--- config.mk ---
export PLATFORM = sky130hd
export DESIGN_NAME = irq_pend_latch
export DESIGN_NICKNAME = d
export VERILOG_FILES = /design/src/rtl/irq_pend_latch.sv
export SDC_FILE = /design/constraint.sdc
export NUM_CORES = 1
export LEC_CHECK = 0
export CORE_MARGIN = 4
export CORE_UTILIZATION = 39
export CTS_BUF_LIST = sky130_fd_sc_hd__clkbuf_16
export CTS_CLUSTER_DIAMETER = 50
export CTS_CLUSTER_SIZE = 30
export DETAILED_ROUTE_END_ITERATION = 16
export PLACE_DENSITY = 0.84
export SLEW_MARGIN = 20
export SYNTH_ARGS = -nofsm -noshare
export SYNTH_HDL_FRONTEND = slang
export SYNTH_SLANG_ARGS = --single-unit
--- constraint.sdc ---
create_clock -name clk -period 1.6 [get_ports clk]
set_input_delay 0.24 -clock clk [delete_from_list [all_inputs] [get_ports clk]]
set_output_delay 0.24 -clock clk [all_outputs]
set_load 0.02 [all_outputs]
--- src/rtl/irq_pend_latch.sv ---
// irq_pend_latch: edge-captured, maskable interrupt pending register feeding the priority encoder.
// Define IRQ_SYNC2_EN to pass req through a 2-flop synchronizer before edge detection.
module irq_pend_latch #(
   parameter int N = 8,
   localparam int CW = $clog2(N)
) (
   input  logic          clk,
   input  logic          rst,
   input  logic [N-1:0]  req,
   input  logic          mask_we,
   input  logic [N-1:0]  mask_wdata,
   input  logic          ack,
   input  logic [CW-1:0] ack_code,
   input  logic          ovf_clr,
   output logic [N-1:0]  pend,
   output logic          any_pend,
   output logic [N-1:0]  mask,
   output logic [N-1:0]  ovf,
   output logic          ack_err
);
   logic [N-1:0] req_s, req_q, raw_pend, edge_v, ack_vec;
`ifdef IRQ_SYNC2_EN
   logic [N-1:0] sync1, sync2;
   always_ff @(posedge clk or posedge rst)
      if (rst) begin
         sync1 <= '0;
         sync2 <= '0;
      end else begin
         sync1 <= req;
         sync2 <= sync1;
      end
   assign req_s = sync2;
`else
   assign req_s = req;
`endif
   assign edge_v = req_s & ~req_q;
   // out-of-range codes shift the one-hot away entirely and so read as an error
   assign ack_vec = ack ? N'(1) << ack_code : '0;
   always_ff @(posedge clk or posedge rst)
      if (rst) begin
         req_q    <= '0;
         raw_pend <= '0;
         mask     <= '1;
         ovf      <= '0;
         ack_err  <= 1'b0;
      end else begin
         req_q    <= req_s;
         raw_pend <= (raw_pend & ~ack_vec) | edge_v;
         ovf      <= (ovf & ~{N{ovf_clr}}) | (edge_v & raw_pend & ~ack_vec);
         ack_err  <= ack & ~|(ack_vec & raw_pend);
         if (mask_we) mask <= mask_wdata;
      end
   assign pend     = raw_pend & mask;
   assign any_pend = |pend;
endmodule

**Word-level counts from Yosys, hierarchy flattened**

Cells that the tools add are included.

- Flip-flop bits (word level): 33
- Latch bits: 0
- Bits in writable memories: 0
- Bits in read-only memories: 0
- Bits of input ports: 24
- Output and inout port bits: 26
- Logic and storage cells: 23
- Memories: 0

- Add/sub/neg operators: 0
- $mul: 0
- Div/mod/pow operators: 0
- Order comparisons: 0
- Equal/unequal tests: 0
- Shifts and indexed selects: 1
- Mux-type cells: 1
- Bitwise operators: 13
- Reductions and logical operators: 3

Operator list:

| operator | number |
|---|---|
| bitwise AND 8 bit | 7 |
| inverter 8 bit | 3 |
| OR 8 bit | 2 |
| OR reduction 8 bit | 2 |
| 2-to-1 mux 8 bit | 1 |
| left shift 1 x 3 -> 8 bit, first input constant | 1 |
| bitwise AND 1 bit | 1 |
| zero test 1 bit | 1 |

**Depth between registers and ports, before layout**

Gate-level depths: netlist of the first run.

- Depth after elaboration: 6
- Gate-level depth with buffers: 4

**Worst setup path after synthesis of the first run**

Ideal clock, no wire load.

- Kind: register -> output
- Start point: reg mask[1]
- End point: out any_pend
- Arrival time: 1.653 ns
- Slack: -0.293 ns
- Stages on the path, launching flop included: 4
- Buffers on the path: 0
- Cell sequence: dfstp_2 > and2_1 > or4_1 > or4_1

- Longest elaborated chain between the ends: 2

Ends and longest elaborated chain:

| item | RTL line | source |
|---|---|---|
| start: declaration | 17 | `output logic [N-1:0] mask,` |
| start signal: assignment | 51 | `if (mask_we) mask <= mask_wdata;` |
| bitwise AND 8 bit | 53 | `assign pend = raw_pend & mask;` |
| via pend[1] | 15 | `output logic [N-1:0] pend,` |
| OR reduction 8 bit | 54 | `assign any_pend = \|pend;` |
| end: declaration | 16 | `output logic any_pend,` |

The timed path passes the listed nets, and every way through them passes these cells.

**Worst setup path after layout of the first run**

- Start point: reg raw_pend[1]
- End point: out any_pend

- Longest elaborated chain between the ends: 2

Ends and longest elaborated chain:

| item | RTL line | source |
|---|---|---|
| start: declaration | 21 | `logic [N-1:0] req_s, req_q, raw_pend, edge_v, ack_vec;` |
| start signal: assignment | 48 | `raw_pend <= (raw_pend & ~ack_vec) \| edge_v;` |
| bitwise AND 8 bit | 53 |  |
| OR reduction 8 bit | 54 |  |

No other way between the ends.

==> results by group, run 1 <==
Status
  – Status: complete, but fails checks
  – Failing checks: setup timing

STA
  – Final count of hold timing violations: 0
  – Rel. slew slack: 0.748
  – Worst-margin pin slew: 0.376 ns
  – Setup TNS: -0.531 ns
  – Final setup viols: 1
  – Max Clock Freq: 469 MHz
  – Final Max Tran Viols: 0
  – Fin crit period: ~2.1 ns
  – Tcrit/Tclk final: 1.33
  – Clk_skew: 0.00225 ns
  – Min Hold Slack: 0.311 ns
  – RSZ-0062 raised after global routing: yes
  – Post-route setup slack: -0.531 ns

GRT
  – Vias in the first global route: roughly 1200
  – Total track usage: 0.160
  – Total gr overflow: 0
  – Initial antenna violation count: 0
  – Largest net degree at the start of global routing: 34
  – First-pass GRT wire length: 5.22 mm

Critical path
  – Reg-to-Reg Start: raw_pend[1]$_DFF_PP0_
  – CP Cell Sequence: and2_4 > or4_4 > or4_4 > buf_6
  – Crit path from: raw_pend[1]$_DFF_PP0_
  – Bufs and invs on worst path: 1
  – Worst EP required: around 1.4 ns
  – Worst Path Max Fanout: 2
  – Most used cell, CP: or4_4
  – Crit path capture type: output port
  – Data arrival time of the critical path: 1.89 ns
  – Worst stage delay on the critical path: 0.52 ns
  – Startpoint Class: flip-flop
  – Cell family contributing the most delay on the critical path: simple AND/OR/NAND/NOR gates
  – CP max-delay cell: or4_4
  – Critical setup path kind: reg2out
  – Register-to-register setup slack: about 0.27 ns

Logic synthesis
  – Average size of a mapped cell: 12.3 um2
  – Yosys cell types: 19
  – Synth async-reset ratio: 1.00
  – #FFs+latches synth: 33
  – Sequential share of the synthesized area: 0.631
  – Area contributors post-synth: dfrtp_1 47%, dfstp_2 16%, mux2_2 6.8%, nand2b_1 5.2%, o22ai_1 3.8%
  – Net count after synthesis: between 100 and 150
  – Primary FF master, synth: dfrtp_1
  – Yosys top cell area share: 0.473
  – Post-Syn Area: between 0.001 and 0.0015 mm2
  – Top cell type by total area after synthesis: dfrtp_1
  – Top post-synthesis cells by count: 25 x dfrtp_1, 11 x nand2_1, 11 x nand2b_1, 9 x inv_1
  – Warnings from Yosys: 0
  – EDFF count, synth: 0
  – Most common cell in the netlist: dfrtp_1
  – Cells after Synth: 108

Finish
  – Final #Nets: 203
  – Non-Filler Instances: 224
  – N_diodes: 0
  – Synthesis-to-finish area growth: 60.5%
  – Final non-filler cell area: 0.00212 mm2
  – Layout cells sized above 1: 0.272

Power and ir drop
  – Share of power burned in registers: 0.413
  – Total power: 2.34 mW
  – Net Sw Frac: 0.248
  – Clk pwr share: 0.364
  – Total internal power: 1.76 mW
  – Pleak: 0.955 nW
  – Psw: 0.580 mW
  – Comb power frac: 0.223
  – Maximum VDD drop: 942 uV
  – PwrDens: 1100 mW/mm2

Die
  – Die width: 66.3 um
  – Row count: 20
  – Core ar.: 0.00315 mm2
  – Full die area: about 0.0044 mm2
  – Die height: ~66 um
  – Initial Util: 0.420
  – Io pins: 50

Place
  – DP Area: 0.00200 mm2
  – Placed instance count: 215
  – Post-DP HPWL: 2.44 mm
  – Port Buffers: 49
  – Gpl congestion: 0.835

Clocking
  – CTS tree: yes
  – CTS max path bufs: 2
  – H-tree Lvls: 2
  – CTS Buf Count: 5
  – Clock transition at the registers of the reported paths: 0.05 ns
  – Clock Latency Late Sink: 0.27 ns
  – CTS root buf: clkbuf_16
  – CTS sink cnt: 33

Detailed routing
  – Residual DRC: 0
  – Drt pass-1 iters: 4
  – Total Wirelength: 3.05 mm
  – Initial DRC Count: 9
  – Post-DR vias/cell: 4.74
  – Residual antenna-violating net count after detailed routing: 0
  – Vias post-DR: 1061
  – Mean routed wirelength per cell: 13.6 um

Run
  – Max-cap viol count: 0

Hold path
  – Tightest Hold Check Type: in2async
## power by group through the flow
stage / clock network, mW / logic, mW / registers, mW
floorplan: 0 / 0.187 / 1.03
global placement: 0 / 0.545 / 0.973
detailed placement: 0 / 0.556 / 0.979
CTS: 0.877 / 0.534 / 0.967
global route: 0.912 / 0.567 / 0.975
finish: 0.851 / 0.522 / 0.965
## metrics by stage
| stage | setup slack [ns] | util |
|---|---|---|
| 6_report | -0.531 | 0.674 |
| 5_1_grt | -0.579 | 0.674 |
| 4_1_cts | -0.551 | 0.677 |
| 2_1_floorplan | -0.163 | - |
| 3_5_place_dp | -0.676 | 0.635 |
| 3_3_place_gp | -0.632 | 0.635 |
## routing by layer
metal	up-vias	GRT usage	wire length, um
li1	509	-	-
met1	509	0.167	1270
met2	36	0.281	1490
met3	7	0.0425	203
met4	0	0.102	85
met5	-	0	0
## logic make-up after synthesis
| group | count (synthesis) | share of synthesized area |
|---|---|---|
| AOI/OAI and AO/OA | 15 | 0.0680 |
| buffers and inverters | 12 | 0.0350 |
| DFF | 33 | 0.631 |
| muxes | 13 | 0.115 |
| and+or+nand+nor | 35 | 0.150 |
## cell usage in the layout (no fill, tap or decap)
| cell | count |
|---|---|
| and2_1 | 6 |
| and2_4 | 3 |
| buf_12 | 1 |
| buf_4 | 17 |
| buf_6 | 1 |
| clkbuf_16 | 5 |
| clkbuf_2 | 2 |
| clkdlybuf4s50_1 | 32 |
| dfrtp_1 | 25 |
| dfstp_2 | 8 |
| dlygate4sd2_1 | 14 |
| inv_1 | 12 |
| mux2_2 | 8 |
| mux2i_1 | 4 |
| mux4_2 | 1 |
| nand2_1 | 11 |
| nand2b_1 | 11 |
| nand4_1 | 1 |
| o21ai_0 | 5 |
| o22ai_1 | 8 |
| o31ai_1 | 2 |
| or2_2 | 1 |
| or4_4 | 2 |
## sequential cells by signal, summed over array words and instances, names as in the netlist
| signal | cells |
|---|---|
| req_q | 8 |
| ack_err | 1 |
| ovf | 8 |
| mask | 8 |
| raw_pend | 8 |
## area by class of cell
type	instances	area, um2
clock inverters	3	11.3
inverters	9	33.8
clock buffers	5	125
well taps	44	55.1
fillers	266	1030
flip-flops and latches	33	836
multi-input cells	63	452
repair buffers	67	612
## worst reg2reg max path: stages (launching register included)
cell	delay (ns)
dfrtp_1	0.35
buf_4	0.11
buf_4	0.09
mux2i_1	0.05
mux4_2	0.45
and2_1	0.16
## path summary, 6_finish.rpt
path | end | cells past startpoint
setup / recovery | any_pend | 4
setup reg to reg | ack_err$_DFF_PP0_ | 5
min in group clk | req_q[1]$_DFF_PP0_ | 1
max in group asynchronous | mask[3]$_DFFE_PP1P_ | 3
hold / removal | req_q[4]$_DFF_PP0_ | 3
hold reg to reg | raw_pend[4]$_DFF_PP0_ | 2
## what timing repair did
item / CTS / global route
hold buffers: 0 / 0
gates resized for setup: 25 / 2
setup endpoints to repair: 17 / 3
setup buffers: 1 / 0
(Power assumes the default switching activity.)
==> inputs of run 2 (changes only) <==
- REMOVE_ABC_BUFFERS: unset -> 1
==> run 2 against run 1 <==
Largest cell class unchanged. Cell area fell by 0.59%. Sequential share of layout area rose by 0.23 points. Power barely moved. Critical endpoint unchanged. Hold slack improved by 0.055 ns. The run still ends with setup timing left. First-iteration DRC count rose by 89%. Clock power barely moved.
==> results by group, run 2 (synthesis results as in run 1) <==
Status
  – Status: complete, but fails checks
  – Failing checks: setup timing

Critical path
  – CP max-delay cell: or4_4
  – Worst EP required: 1.36 ns (about the same)
  – Reg2reg end: ack_err$_DFF_PP0_
  – Most used cell, CP: or4_4
  – Crit path capture type: output port
  – Worst stage delay on the critical path: 0.52 ns (about the same)
  – Register-to-register setup slack: 0.33 ns (+0.06 ns)
  – Depth of the worst register-to-register path: 4 (-1)
  – Worst Path Max Fanout: 2 (unchanged)
  – CP Cell Sequence: and2_4 > or4_4 > or4_4 > buf_6
  – Startpoint Class: flip-flop
  – Reg-to-Reg Start: raw_pend[2]$_DFF_PP0_
  – Data arrival time of the critical path: 1.87 ns (-0.02 ns)
  – Critical setup path kind: reg2out

STA
  – Fin crit period: 2.11 ns (-0.0179 ns)
  – RSZ-0062 raised after global routing: yes
  – Final count of hold timing violations: 0 (unchanged)
  – Post-route setup slack: -0.513 ns (+0.0179 ns)
  – Rel. slew slack: 0.731 (-0.0174)
  – Worst-margin pin slew: 0.404 ns (+0.0272 ns)
  – Tcrit/Tclk final: 1.32 (-0.0112)
  – Clk_skew: 0.00625 ns (+0.00400 ns)
  – Final setup viols: 1 (unchanged)
  – Final Max Tran Viols: 0 (unchanged)
  – Max Clock Freq: 473 MHz (+0.85%)

Power and ir drop
  – PwrDens: 1110 mW/mm2 (+0.53%)
  – Pleak: 0.940 nW (-1.6%)
  – Maximum VDD drop: 866 uV (-8.1%)

Place
  – Post-DP HPWL: 2.39 mm (-2.1%)
  – Placed instance count: 216 (+0.47%)
  – Port Buffers: 49 (unchanged)
  – Gpl congestion: 0.858 (+2.8%)

Clocking
  – H-tree Lvls: 2 (unchanged)
  – Clock Latency Late Sink: 0.27 ns (about the same)
  – Post-CTS Setup Inserts: 0 (-1)
  – CTS tree: yes
  – Clock transition at the registers of the reported paths: 0.05 ns (about the same)
  – CTS Buf Count: 5 (unchanged)
  – Post-CTS Hold Fix Bufs: 0 (unchanged)
  – CTS sink cnt: 33 (unchanged)
  – CTS root buf: clkbuf_16
  – CTS max path bufs: 2 (unchanged)

Finish
  – N_diodes: 0 (unchanged)
  – Synthesis-to-finish area growth: 59.5%
  – Final core utilization: 0.670 (-0.00397)
  – Commonest non-fill, non-tap cell in the layout: clkdlybuf4s50_1
  – Layout cells sized above 1: 0.268 (-0.00407)
  – Non-Filler Instances: 223 (-0.45%)
  – Final #Nets: 203 (unchanged)
  – Most frequent cells in the layout: 32 x clkdlybuf4s50_1, 25 x dfrtp_1, 18 x buf_4
  – Fillers: 252 (-5.3%)

Die
  – Io pins: 50 (unchanged)
  – Full die area: 0.00439 mm2 (unchanged)
  – Row count: 20 (unchanged)
  – Initial Util: 0.420 (unchanged)
  – Die width: 66.3 um (unchanged)
  – Die height: 66.3 um (unchanged)
  – Core ar.: 0.00315 mm2 (unchanged)

GRT
  – Vias in the first global route: 1115 (-4.3%)
  – Initial antenna violation count: 0 (unchanged)
  – Largest net degree at the start of global routing: 34 (unchanged)
  – First-pass GRT wire length: 5.24 mm (+0.40%)
  – Total track usage: 0.163 (+0.00336)
  – Total gr overflow: 0 (unchanged)

Detailed routing
  – Initial DRC Count: 17 (+8)
  – Post-DR vias/cell: 4.68 (-1.2%)
  – Residual DRC: 0 (unchanged)
  – Mean routed wirelength per cell: 14.2 um (+4.2%)
  – Total Wirelength: 3.17 mm (+3.7%)
  – Residual antenna-violating net count after detailed routing: 0 (unchanged)
  – Vias post-DR: 1044 (-1.6%)
  – Drt pass-1 iters: 4 (unchanged)

Run
  – Max-cap viol count: 0 (unchanged)

Hold path
  – Tightest Hold Check Type: in2async
## run 2: changes by cell type in the layout (fill, tap and decap cells not counted)
cell | before | now
and2_1 | 6 | 7
buf_12 | 1 | 0
and2_4 | 3 | 2
clkdlybuf4s15_2 | 0 | 1
clkinv_1 | 0 | 1
buf_4 | 17 | 18
inv_1 | 12 | 10
clkbuf_2 | 2 | 1
## run 2: worst max-delay path by stage
stage                     startpoint        to  slack [ns]  cells past startpoint
5_1_grt          mask[3]$_DFFE_PP1P_  any_pend       -0.56                      4
2_1_floorplan    mask[1]$_DFFE_PP1P_  any_pend       -0.29                      3
3_3_place_gp   raw_pend[3]$_DFF_PP0_  any_pend       -0.67                      4
6_report       raw_pend[3]$_DFF_PP0_  any_pend       -0.51                      4
3_5_place_dp   raw_pend[3]$_DFF_PP0_  any_pend       -0.74                      4
4_1_cts          mask[3]$_DFFE_PP1P_  any_pend       -0.53                      4
## run 2: timing repair
item,4_1_cts,5_1_grt
pin swaps,2,0
hold endpoints to repair,0,0
resized for setup,27,1
endpoints found under the setup margin,17,2
## run 2: worst max-delay path, delay by kind of cell, from the launching register on
family | cells | cell delay, ns
buffers and inverters | 1 | 0.15
DFF | 1 | 0.37
and+or+nand+nor | 3 | 1.09
## run 2: routing by layer
layer	wire [um]	global-route usage	up-vias
met1	1340	0.192	492
li1	-	-	505
met4	32	0.0533	0
met2	1540	0.268	43
met3	248	0.0697	4
met5	0	0	-
## run 2: cell type report
| class | instances | area (um2) | share of cell area |
|---|---|---|---|
| Inverter | 9 | 33.8 | 0.0160 |
| Tap cell | 44 | 55.1 | 0.0261 |
| Timing Repair Buffer | 67 | 606 | 0.287 |
| Sequential cell | 33 | 836 | 0.396 |
| Clock buffer | 5 | 125 | 0.0592 |
| Clock inverter | 2 | 7.51 | 0.00355 |
| Multi-Input combinational cell | 63 | 449 | 0.213 |
## run 2: report_power, final
part | switching [mW] | internal [mW]
combinational | 0.249 | 0.272
clock | 0.297 | 0.553
sequential | 0.0383 | 0.927
## run 2: stage by stage
stage / area, um2 / hold WS [ns] / setup TNS (ns) / power (mW) / setup slack [ns]
finish: 2110 / 0.366 / -0.513 / 2.34 / -0.513
global route: 2110 / 0.407 / -0.555 / 2.46 / -0.555
CTS: 2120 / 0.369 / -0.529 / 2.37 / -0.529
detailed placement: 1990 / 0.501 / -1.08 / 1.53 / -0.737
global placement: 1990 / 0.497 / -0.948 / 1.51 / -0.674
floorplan: 1310 / 0.271 / -0.293 / 1.21 / -0.293
==> inputs of run 3 (changes only) <==
- CORE_ASPECT_RATIO: unset -> 1.1
- PLACE_DENSITY: 0.84 -> 0.83
- clock period: 1.6 -> 1.8 ns (I/O delays scaled with it)
==> run 3 against run 2 <==
Via count up 2.7%. Clock-buffer cell count stayed put. Cell area up 1.4%. Core utilization rose by 0.91 points. Non-clock buffer count up 2. Critical path depth did not move. Clock power decreased by 6.7%. Hold slack better by 0.013 ns. Routed wire length rose by 1.5%. First-iteration DRC count rose by 29%. Sequential power is 11% lower. The flow still finishes with violations (setup timing).
==> results by group, run 3 (synthesis results as in run 1) <==
Status
  – Status: complete, but fails checks
  – Failing checks: setup timing

Die
  – Row count: 21 (+5.0%)
  – Die height: 69.1 um (+4.3%)
  – Core ar.: 0.00315 mm2 (unchanged)
  – Full die area: 0.00439 mm2 (about the same)
  – Io pins: 50 (unchanged)
  – Initial Util: 0.420 (unchanged)
  – Die width: 63.6 um (-4.1%)

Critical path
  – Depth of the worst register-to-register path: 6 (+2)
  – Crit path depth: 4 (unchanged)
  – Register-to-register setup slack: 0.36 ns (+0.03 ns)
  – Critical setup path kind: reg2out
  – Startpoint Class: flip-flop
  – Cell family contributing the most delay on the critical path: simple AND/OR/NAND/NOR gates
  – CP Cell Sequence: and2_4 > or4_4 > or4_4 > buf_6
  – Most used cell, CP: or4_4
  – Worst EP required: 1.53 ns (+0.17 ns)
  – CP max-delay cell: or4_4
  – Crit path from: raw_pend[0]$_DFF_PP0_
  – Worst stage delay on the critical path: 0.52 ns (about the same)
  – Reg-to-Reg Start: raw_pend[0]$_DFF_PP0_
  – Bufs and invs on worst path: 1 (unchanged)
  – Crit path capture type: output port
  – Worst Path Max Fanout: 2 (unchanged)
  – Data arrival time of the critical path: 1.89 ns (+0.02 ns)
  – Reg2reg end: ack_err$_DFF_PP0_

Power and ir drop
  – Maximum VDD drop: 429 uV (-50%)
  – PwrDens: 996 mW/mm2 (-10%)
  – Pleak: 0.975 nW (+3.7%)
  – Total power: 2.13 mW (-8.8%)

Finish
  – Non-Filler Instances: 216 (-3.1%)
  – Multi-input gate area: 449 um2 (unchanged)
  – Commonest non-fill, non-tap cell in the layout: clkdlybuf4s50_1
  – Sequential Area: 836 um2 (unchanged)
  – Synthesis-to-finish area growth: 61.7%
  – Layout cells sized above 1: 0.275 (+0.00657)
  – Most frequent cells in the layout: 38 x clkdlybuf4s50_1, 25 x dfrtp_1, 20 x buf_4
  – Final #Nets: 205 (+0.99%)
  – N_diodes: 0 (unchanged)
  – Fillers: 226 (-10%)

GRT
  – First-pass GRT wire length: 5.55 mm (+5.9%)
  – Vias in the first global route: 1161 (+4.1%)
  – Total track usage: 0.164 (+0.000610)
  – Largest net degree at the start of global routing: 34 (unchanged)
  – Total gr overflow: 0 (unchanged)
  – Initial antenna violation count: 0 (unchanged)

Detailed routing
  – Total Wirelength: 3.21 mm (+1.5%)
  – Mean routed wirelength per cell: 14.9 um (+4.8%)
  – Drt pass-1 iters: 4 (unchanged)
  – Residual antenna-violating net count after detailed routing: 0 (unchanged)
  – Post-DR vias/cell: 4.96 (+6.0%)
  – Vias post-DR: 1072 (+2.7%)
  – Residual DRC: 0 (unchanged)
  – Initial DRC Count: 22 (+5)

STA
  – Post-route setup slack: -0.362 ns (+0.151 ns)
  – Setup TNS: -0.362 ns (+0.151 ns)
  – Rel. slew slack: 0.735 (+0.00385)
  – Final setup viols: 1 (unchanged)
  – RSZ-0062 raised after global routing: yes
  – Tcrit/Tclk final: 1.20
  – Min Hold Slack: 0.379 ns (+0.0129 ns)
  – Final Max Tran Viols: 0 (unchanged)
  – Clk_skew: 0.00471 ns (-0.00154 ns)
  – Fin crit period: around 2.2 ns
  – Max Clock Freq: ~460 MHz
  – Final count of hold timing violations: 0 (unchanged)
  – Worst-margin pin slew: 0.398 ns (-0.00577 ns)

Place
  – Placed instance count: 205 (-5.1%)
  – Gpl congestion: 0.728 (-15%)
  – Port Buffers: 49 (unchanged)
  – Post-DP HPWL: 2.41 mm (+1.1%)

Clocking
  – CTS root buf: clkbuf_16
  – H-tree Lvls: 2 (unchanged)
  – Clock transition at the registers of the reported paths: 0.05 ns (about the same)
  – Clock Latency Late Sink: 0.28 ns (about the same)
  – CTS max path bufs: 2 (unchanged)
  – Post-CTS Hold Fix Bufs: 0 (unchanged)
  – CTS Buf Count: 5 (unchanged)
  – CTS sink cnt: 33 (unchanged)
  – CTS tree: yes

Run
  – Max-cap viol count: 0 (unchanged)

Hold path
  – Tightest Hold Check Type: in2async
## run 3: worst max-delay path by stage
| stage | to |
|---|---|
| 3_5_place_dp | any_pend |
| 4_1_cts | any_pend |
| 5_1_grt | any_pend |
| 2_1_floorplan | any_pend |
| 6_report | any_pend |
| 3_3_place_gp | any_pend |
## run 3: area by class of cell
class                           count  share of cell area
Multi-Input combinational cell     63               0.210
Inverter                            9              0.0158
Timing Repair Buffer               69               0.299
Sequential cell                    33               0.390
Clock inverter                      3             0.00643
Clock buffer                        5              0.0584
Tap cell                           34              0.0199
## run 3: repair_timing
item                                    4_1_cts  5_1_grt
resized for setup                            13        5
pin swaps                                     3        0
endpoints found under the setup margin       10        4
buffers inserted                              2        1
## run 3: stage by stage
step            util  area (um2)  setup WS [ns]
6_report       0.679        2140         -0.362
5_1_grt        0.679        2140         -0.403
4_1_cts        0.672        2120         -0.365
3_5_place_dp   0.625        1970         -0.522
3_3_place_gp   0.625        1970         -0.509
2_1_floorplan      -        1310         -0.123
## run 3: worst reg2reg max path: cells and delay by family, from the launching register on
family	cells	cell delay (ns)
buffers and inverters	3	0.29
flip-flops	1	0.36
multiplexers	2	0.52
AND/OR/NAND/NOR	1	0.16
## run 3: metal layers
metal  up-vias  GRT usage  wire length (um)
met5         -          0                 0
met4         0     0.0767                44
met3         4     0.0649               229
met2        44      0.265              1560
met1       515      0.189              1380
li1        509          -                 -
## run 3: report_power, final
| group | switching, mW | internal [mW] | leakage, nW | total (mW) |
|---|---|---|---|---|
| Combinational | 0.222 | 0.259 | 0.530 | 0.481 |
| Sequential | 0.0341 | 0.823 | 0.370 | 0.857 |
| Clock | 0.292 | 0.501 | 0.0748 | 0.793 |
| Total | 0.548 | 1.58 | 0.975 | 2.13 |
